==> src/rtl/fetch_unit.sv <==
// Instruction fetch stage: owns the PC, issues single-word imem requests
// and buffers returned words in a 2-entry FIFO ahead of decode.
module fetch_unit #(
  parameter logic [31:0] RESET_PC   = 32'h0000_0000,
  parameter int          FIFO_DEPTH = 2
) (
  input  logic        clk,
  input  logic        reset,
  output logic        imem_req,
  output logic [31:0] imem_addr,
  input  logic        imem_gnt,
  input  logic        imem_rvalid,
  input  logic [31:0] imem_rdata,
  input  logic        redirect_valid,
  input  logic [31:0] redirect_pc,
  output logic        inst_valid,
  input  logic        inst_ready,
  output logic [31:0] inst_out,
  output logic [31:0] inst_pc
);

  typedef enum logic [1:0] {
    S_REQ,
    S_WAIT,
    S_DRAIN
  } state_t;

  localparam logic [2:0] DEPTH = 3'(FIFO_DEPTH);

  state_t      r_state;
  state_t      w_state_nxt;
  logic [31:0] r_pc;
  logic [31:0] w_pc_nxt;
  logic [31:0] r_req_pc;

  logic [31:0] r_buf_inst [2];
  logic [31:0] r_buf_pc   [2];
  logic        r_rd_ptr;
  logic        r_wr_ptr;
  logic [1:0]  r_count;

  logic        w_outstanding;
  logic        w_credit;
  logic        w_issue;
  logic        w_push;
  logic        w_pop;
  logic [31:0] w_redir_pc;
  logic        w_unused_rpc;

  assign w_unused_rpc  = ^redirect_pc[1:0];
  assign w_redir_pc    = {redirect_pc[31:2], 2'b00};

  // WAIT and DRAIN both hold the single in-flight request
  assign w_outstanding = (r_state != S_REQ);
  assign w_credit      = ({1'b0, r_count} + {2'b00, w_outstanding}) < DEPTH;

  assign imem_req  = ~reset & (r_state == S_REQ) & w_credit;
  assign imem_addr = r_pc;
  assign w_issue   = imem_req & imem_gnt;

  assign w_push = (r_state == S_WAIT) & imem_rvalid & ~redirect_valid;
  assign w_pop  = inst_valid & inst_ready;

  assign inst_valid = (r_count != 2'd0);
  assign inst_out   = r_buf_inst[r_rd_ptr];
  assign inst_pc    = r_buf_pc[r_rd_ptr];

  always_comb begin
    w_state_nxt = r_state;
    w_pc_nxt    = r_pc;
    unique case (r_state)
      S_REQ: begin
        if (w_issue) begin
          w_pc_nxt    = r_pc + 32'd4;
          w_state_nxt = redirect_valid ? S_DRAIN : S_WAIT;
        end
      end
      S_WAIT: begin
        if (imem_rvalid) begin
          w_state_nxt = S_REQ;
        end else if (redirect_valid) begin
          w_state_nxt = S_DRAIN;
        end
      end
      S_DRAIN: begin
        if (imem_rvalid) begin
          w_state_nxt = S_REQ;
        end
      end
      default: w_state_nxt = S_REQ;
    endcase
    if (redirect_valid) begin
      w_pc_nxt = w_redir_pc;
    end
  end

  always_ff @(posedge clk) begin
    if (reset) begin
      r_state  <= S_REQ;
      r_pc     <= RESET_PC;
      r_req_pc <= RESET_PC;
    end else begin
      r_state <= w_state_nxt;
      r_pc    <= w_pc_nxt;
      if (w_issue) begin
        r_req_pc <= r_pc;
      end
    end
  end

  always_ff @(posedge clk) begin
    if (reset) begin
      r_rd_ptr      <= 1'b0;
      r_wr_ptr      <= 1'b0;
      r_count       <= 2'd0;
      r_buf_inst[0] <= 32'd0;
      r_buf_inst[1] <= 32'd0;
      r_buf_pc[0]   <= 32'd0;
      r_buf_pc[1]   <= 32'd0;
    end else if (redirect_valid) begin
      r_rd_ptr <= 1'b0;
      r_wr_ptr <= 1'b0;
      r_count  <= 2'd0;
    end else begin
      if (w_push) begin
        r_buf_inst[r_wr_ptr] <= imem_rdata;
        r_buf_pc[r_wr_ptr]   <= r_req_pc;
        r_wr_ptr             <= ~r_wr_ptr;
      end
      if (w_pop) begin
        r_rd_ptr <= ~r_rd_ptr;
      end
      unique case ({w_push, w_pop})
        2'b10:   r_count <= r_count + 2'd1;
        2'b01:   r_count <= r_count - 2'd1;
        default: r_count <= r_count;
      endcase
    end
  end

endmodule
==> config.mk <==
export PLATFORM = sky130hd
export DESIGN_NAME = fetch_unit
export DESIGN_NICKNAME = d
export VERILOG_FILES = /design/src/rtl/fetch_unit.sv
export SDC_FILE = /design/constraint.sdc
export NUM_CORES = 1
export LEC_CHECK = 0
export ABC_AREA = 1
export CORE_MARGIN = 3
export CORE_UTILIZATION = 41
export DETAILED_ROUTE_END_ITERATION = 6
export PLACE_DENSITY_LB_ADDON = 0.2
export SLEW_MARGIN = 20
export SYNTH_ARGS = -nofsm -noshare
export SYNTH_HDL_FRONTEND = slang
export SYNTH_SLANG_ARGS = --single-unit
==> constraint.sdc <==
create_clock -name clk -period 4.3 [get_ports clk]
set_clock_uncertainty 0.2 [all_clocks]
set_input_delay 0.86 -clock clk [delete_from_list [all_inputs] [get_ports clk]]
set_output_delay 0.86 -clock clk [all_outputs]
set_load 0.02 [all_outputs]
## After elaboration in Yosys (flattened, before gate mapping)

Memory sizes are Yosys's and may differ from the RTL's. A register that Yosys moved wholly into a read port is not among the register bits.
Cells that the tools add are included.

| storage, ports and cells | value |
|---|---|
| word-level logic and storage cells | 69 |
| output and inout port bits | 98 |
| memories | 2 |
| register bits after elaboration | 70 |
| bits of input ports | 70 |
| RAM bits | 128 |

Memories:

| memory | words | width | read ports | clocked after memory_dff | write ports | line | RTL |
|---|---|---|---|---|---|---|---|
| r_buf_inst | 2 | 32 | 1 | 1 | 2 | 36 | `logic [31:0] r_buf_inst [2];` |
| r_buf_pc | 2 | 32 | 1 | 1 | 2 | 37 | `logic [31:0] r_buf_pc [2];` |

| cells by class | value |
|---|---|
| multiplexer cells | 26 |
| bitwise logic cells | 10 |
| add/subtract/negate cells | 4 |
| equal/unequal tests | 7 |
| reduce and logical (&&, ||, !) cells | 12 |
| $lt $le $gt $ge | 1 |

Operators by type and width:

| operator | count |
|---|---|
| two-way mux 32 bit | 5 |
| OR reduction 32 bit | 2 |
| adder 32 x 3 -> 32 bit, second input constant | 1 |
| two-way mux 1 bit | 14 |
| two-way mux 2 bit | 5 |
| nonzero test 2 bit | 5 |
| AND 1 bit | 6 |
| one-hot mux 2 bit (3 select lines) | 1 |
| == test 2 x 1 -> 1 bit, second input constant | 2 |
| == test 2 bit, second input constant | 2 |
| != test 2 bit, second input constant | 2 |
| inverter 1 bit | 4 |
| one-hot mux 2 bit (2 select lines) | 1 |
| AND reduction 2 bit | 2 |
| adder 2 x 1 -> 3 bit | 1 |
| < comparator 3 x 2 -> 1 bit, second input constant | 1 |
| != test 3 bit, second input constant | 1 |
| AND reduction 3 bit | 1 |
| adder 2 x 1 -> 2 bit, second input constant | 1 |
| zero test 2 bit | 1 |
| OR reduction 2 bit | 1 |
| subtractor 2 x 1 -> 2 bit, second input constant | 1 |

## Longest topological paths before layout

| logic depth | value |
|---|---|
| word-level depth | 9 |
| gate-level depth with buffers | 11 |

## Worst setup path after synthesis

Ideal clock, no wire load.

| path | value |
|---|---|
| path kind | input to register |
| start point | input port redirect_valid |
| end point | memory r_buf_inst[0][0], enable pin |
| slack | 0.657 ns |
| cell stages on the path | 5 |
| setup time | 0.422 ns |
| arrival | 3.021 ns |
| path buffers | 2 |
| cell sequence | buf_2 > nor2_1 > nand3_2 > buf_6 > nand2_1 |

RTL lines:

| element | line | RTL |
|---|---|---|
| start: declaration | 14 | `input logic redirect_valid,` |
| end: declaration | 36 |  |

## Worst setup path after layout

| path | value |
|---|---|
| start point | input port reset |
| end point | output port imem_req |

| between the ends | value |
|---|---|
| word-level cells in the longest chain between the ends | 3 |

RTL lines:

| element | line | RTL |
|---|---|---|
| start: declaration | 8 | `input logic reset,` |
| inverter 1 bit | 57 | `assign imem_req = ~reset & (r_state == S_REQ) & w_credit;` |
| AND 1 bit (2 in series) | 57 |  |
| end: declaration | 9 | `output logic imem_req,` |

Every way passes these cells.

==> impl_metrics.env <==
export IMPL_io_pins=168
export IMPL_hpwlAfterDp_microns=13200
export IMPL_grt_overflow=0
export IMPL_grt_max_degree=63
export IMPL_p_switching_mw=0.968
export IMPL_clk_latency_ps=420
export IMPL_core_sq_um=21200
export IMPL_cts_root_buf="clkbuf_16"
export IMPL_drive_gt1_frac=0.136
export IMPL_max_freq_ghz=0.285
export IMPL_finalHoldViolations=0
export IMPL_finalCriticalPeriod_ps=3510
export IMPL_p_int_mw=3.15
export IMPL_timing_setup_tns_ps=0
export IMPL_postCtsSetupRepairBufs=0
export IMPL_die_width_microns=153
export IMPL_p_per_area_nw_per_um2=367
export IMPL_critPathLaunchType="input port"
export IMPL_synthCells=901
export IMPL_gp_congestion=0.862
export IMPL_yosys_warnings=0
export IMPL_portBuffers=161
export IMPL_holdCritPathClass="reg2reg"
export IMPL_syn_avg_cell_area_sq_um=9.84
export IMPL_start_util=0.419
export IMPL_p_seq_frac=0.505
export IMPL_dpl_worst_slack_ps=777
export IMPL_arrival_ps=2450
export IMPL_swShare=0.235
export IMPL_drtIter0Drc=358
export IMPL_ir_drop_mv=0.246
export IMPL_synth_commonest_cells="161 x nor2_1, 124 x edfxtp_1, 120 x inv_1"
export IMPL_post_cts_resized=0
export IMPL_ys_flop_type="edfxtp_1"
export IMPL_dr_pass1_iters=4
export IMPL_synth_seq_area_share=0.572
export IMPL_cp_end_kind="primary output"
export IMPL_p_leak_nw=4.22
export IMPL_cts_sinks=191
export IMPL_synth_top_area_share=0.420
export IMPL_drt_wirelength_per_cell_microns=14.7
export IMPL_setup_violations=0
export IMPL_grtUsageTotal=0.171
export IMPL_antenna_cells=0
export IMPL_cp_max_fo=9
export IMPL_num_vias=6379
export IMPL_clkPwrFrac=0.389
export IMPL_grt_pass1_wl_microns=32500
export IMPL_tritoncts="done"
export IMPL_rows=53
export IMPL_cp_required_ps=3240
export IMPL_wl_microns=19700
export IMPL_synth_area_sq_um=8860
export IMPL_drc=0
export IMPL_status="complete, no violations"
export IMPL_period_share=0.816
export IMPL_numCtsBuffers=17
export IMPL_areaGrowthSynthToFinish_pct=26.4
export IMPL_tightest_slew_ps=739
export IMPL_rsz0062_at_grt="false"
export IMPL_postCtsHoldBufs=0
export IMPL_via_per_inst=4.77
export IMPL_grt_pass1_vias=6380
export IMPL_grt_antenna_before_repair=0
export IMPL_synth_cell_type_count=36
export IMPL_cts_buffer_depth=2
export IMPL_critPathKind="in2out"
export IMPL_max_slew_margin=0.507
export IMPL_synth_most_common_cell="nor2_1"
export IMPL_cts_max_level=4
export IMPL_drv_cap=0
export IMPL_die_area_sq_um=23400
export IMPL_finalNetCount=1121
export IMPL_synthArstFlopShare=0
export IMPL_synth_seq_cells=191
export IMPL_synth_edff_count=124
export IMPL_power_frac_comb=0.106
export IMPL_final_setup_worst_slack_ps=789
export IMPL_final_max_slew_violation_count=0
export IMPL_postRouteAntennaNets=0
export IMPL_synth_area_leader_cell="edfxtp_1"
export IMPL_path_clk_slew_ps=70
export IMPL_fp_dieH_microns=153
export IMPL_synth_area_leaders="edfxtp_1 42%, dfxtp_1 15%, mux2_2 7.9%"
-- stage by stage --
stage / cells / total power [mW] / hold WS [ps] / area (sq um) / util
detailed placement: 1305 / 2.56 / 263 / 10600 / 0.502
floorplan: 904 / 2.36 / 226 / 8870 / -
global placement: 1305 / 2.56 / 239 / 10600 / 0.502
global route: 1337 / 4.29 / 302 / 11200 / 0.530
CTS: 1337 / 4.16 / 276 / 11200 / 0.530
finish: 1337 / 4.12 / 276 / 11200 / 0.530
-- flip-flops by register name, indices dropped and copies added, names as in the netlist, named ones only --
register    cells
r_buf_pc       60
imem_addr      30
r_state         2
r_req_pc       30
r_wr_ptr        1
r_count         2
r_rd_ptr        1
r_buf_inst     64
-- layout make-up --
type	instances	area (sq um)
Fill cell	1928	9950
Timing Repair Buffer	171	1720
Multi-Input combinational cell	546	3020
Clock buffer	20	437
Tap cell	275	344
Inverter	122	460
Clock inverter	12	156
Sequential cell	191	5070
-- cells by family after synthesis --
logic type | Yosys count | synth area share
flip-flops | 191 | 0.572
AND/OR/NAND/NOR | 342 | 0.167
adder cells (fa/ha/maj) | 2 | 0.00282
buffers and inverters | 167 | 0.0899
XOR/XNOR | 11 | 0.0109
AO/OA/AOI/OAI | 125 | 0.0789
other | 1 | 0.000423
multiplexers | 62 | 0.0788
-- power groups by stage --
stage	registers [mW]	logic, mW	clock network, mW
2_1_floorplan	2.13	0.231	0
6_report	2.08	0.437	1.60
3_3_place_gp	2.12	0.439	0
4_1_cts	2.08	0.444	1.64
3_5_place_dp	2.12	0.441	0
5_1_grt	2.09	0.479	1.72
-- placed cells by master, fill, tap and decap left out, drive strengths merged, types with 2 or more instances in the layout --
master / n
conb: 4
dfxtp: 67
ha: 2
inv: 128
o21ai: 59
edfxtp: 124
bufinv: 3
clkdlybuf4s50: 161
xor2: 10
clkbuf: 20
and2: 3
nand3: 42
nand2: 121
mux2: 62
buf: 10
clkinvlp: 2
nor2: 173
a31oi: 4
a21oi: 60
-- final timing paths --
kind,end,depth (start not counted),from,slack [ps]
max,imem_req,5,reset,790
min,r_rd_ptr,1,r_rd_ptr,280
max reg2reg,r_buf_inst[0][3],5,r_state[0],2150
min reg2reg,r_rd_ptr,1,r_rd_ptr,280
-- layer usage --
layer,wire [microns],vias up,part of all wire,GRT usage
li1,-,3230,-,-
met1,9260,2950,0.47,0.232
met2,9160,184,0.47,0.281
met3,1040,15,0.053,0.0362
met4,196,0,0.010,0.0462
met5,0,-,0,0
-- critical path, cell delays in order --
cell and delay (ps):
clkdlybuf4s50_1 590, nor2_2 220, nand2_4 90, inv_4 80, clkdlybuf4s50_1 600
Note: power is estimated with default switching activity, not from simulation.
==> RTL change: new RTL, same flow settings <==
Make the reset (`reset`) asynchronous in 2 clocked blocks.
--- a/src/rtl/fetch_unit.sv
+++ b/src/rtl/fetch_unit.sv
@@ -96,3 +96,3 @@
 
-  always_ff @(posedge clk) begin
+  always_ff @(posedge clk or posedge reset) begin
     if (reset) begin
@@ -110,3 +110,3 @@
 
-  always_ff @(posedge clk) begin
+  always_ff @(posedge clk or posedge reset) begin
     if (reset) begin
Check against the original RTL: differs if reset is asserted again (counterexample within 4 cycles, from zero or initial values and one cycle with reset high); with reset held inactive, the same outputs for 4 cycles.
==> RTL change against the unedited design <==
Maximum frequency is 4.5% higher. Area after synthesis increased by 1.5%. Routed wire length increased by 8.5%. Design area rose by 2.1%. Sequential cell count decreased by 1. Final cell count up 19%. Global-route usage up 1.3 points. Setup slack gained 0.15 ns. Die area is 1.4% higher. Sequential share of layout area shrank 3.6 points. Largest cell class unchanged.
Power is not compared: it rests on default switching activity, and its combinational part moved more than twofold at a synthesized area within 25%.
==> RTL change: results (changes against the unedited design) <==
[hold_path]
hold_start=r_buf_pc[36]  ; was r_rd_ptr
holdPathEnd=r_buf_pc[36]  ; was r_rd_ptr
hold_path_depth=2  ; was 1

[route]
drt_iter0_drc=392  ; was 358
met1_length_mm=10.6  ; was 9.26 mm
first_pass_iters=5  ; was 4
met3_wirelength_mm=1.06  ; was 1.04 mm
vias_per_cell=4.70  ; was 4.77
wl_mm=21.3  ; was 19.7 mm
dr_wl_met2_mm=9.37  ; was 9.16 mm

[grt]
grt_pass1_vias=7095  ; was 6,380
grt_util_all_layers=0.185  ; was 0.171
grt_max_degree=115  ; was 63

[final_layout]
drive_gt1_frac=0.0477  ; was 0.136

[yosys]
ys_seq_area_frac=0.529  ; was 0.572
synth_area_leaders=dfrtp_1, nand2_1, o21ai_0, inv_1, nor2_1  ; was edfxtp_1, dfxtp_1, mux2_2, nor2_1, inv_1
async_flop_share=1.00  ; was 0
yosysUniqueCellTypes=29  ; was 36

[status]
status=completed  ; unchanged

[placed_design]
place_hpwl_mm=14.8  ; was 13.2 mm
dpl-instance-area_um2=10800  ; was 10,600 µm²
dpl_worst_slack_ns=0.974  ; was 0.777 ns

[setup_path]
rr_startpoint=r_state[1]  ; was r_state[0]
crit-reg2reg-capture=imem_addr[18]  ; was r_buf_inst[0][3]
critPathArrivalTime_ns=2.30  ; was 2.45 ns

[timing]
hold_ws_ns=0.283  ; was 0.276 ns
slew_headroom=0.376  ; was 0.507

-- RTL change: changes by cell type after synthesis, sizes merged, moves of 7 or more --
| cell | change |
|---|---|
| dfrtp | +190 |
| inv | +22 |
| o21ai | +94 |
| mux2 | -62 |
| xor2 | -9 |
| clkbuf | +21 |
| buf | -7 |
| dfxtp | -67 |
| nand3 | +14 |
| nand2 | +290 |
| edfxtp | -124 |
| nor2 | -82 |
| a21oi | -11 |
-- RTL change: worst max path at each step --
| stage | endpoint | from | cells after the start | slack [ns] |
|---|---|---|---|---|
| after floorplan | imem_addr[10] | reset | 1 | 0.79 |
| after global placement | imem_req | reset | 3 | 0.96 |
| after detailed placement | imem_req | reset | 3 | 0.97 |
| after CTS | inst_out[24] | r_rd_ptr | 5 | 0.91 |
| after global routing | inst_out[24] | r_rd_ptr | 5 | 0.78 |
| final | imem_req | reset | 3 | 0.94 |
-- RTL change: critical path: stages --
cell             delay (ns)
clkdlybuf4s50_1        0.49
nor4_1                 0.29
clkdlybuf4s50_1        0.67
-- RTL change: cells by family after synthesis --
group / Yosys count / synth area share
other: 1 / 0.000417
buffers and inverters: 203 / 0.0968
XOR/XNOR: 2 / 0.00195
flip-flops: 190 / 0.529
AO/OA/AOI/OAI: 211 / 0.120
AND/OR/NAND/NOR: 562 / 0.251
adder cells (fa/ha/maj): 1 / 0.00139
-- RTL change: metal layers --
metal | up-vias | track usage
met4 | 0 | 0.0563
met5 | - | 0
met1 | 3372 | 0.267
li1 | 3927 | -
met3 | 23 | 0.0321
met2 | 189 | 0.285
-- RTL change: final cells by class --
class                   instances  area [µm²]
clock buffers                  19         443
clock inverters                12         184
fillers                      2040        9850
inverters                     144         544
multi-input cells             780        3380
flip-flops and latches        190        4750
well taps                     275         344
repair buffers                177        1780
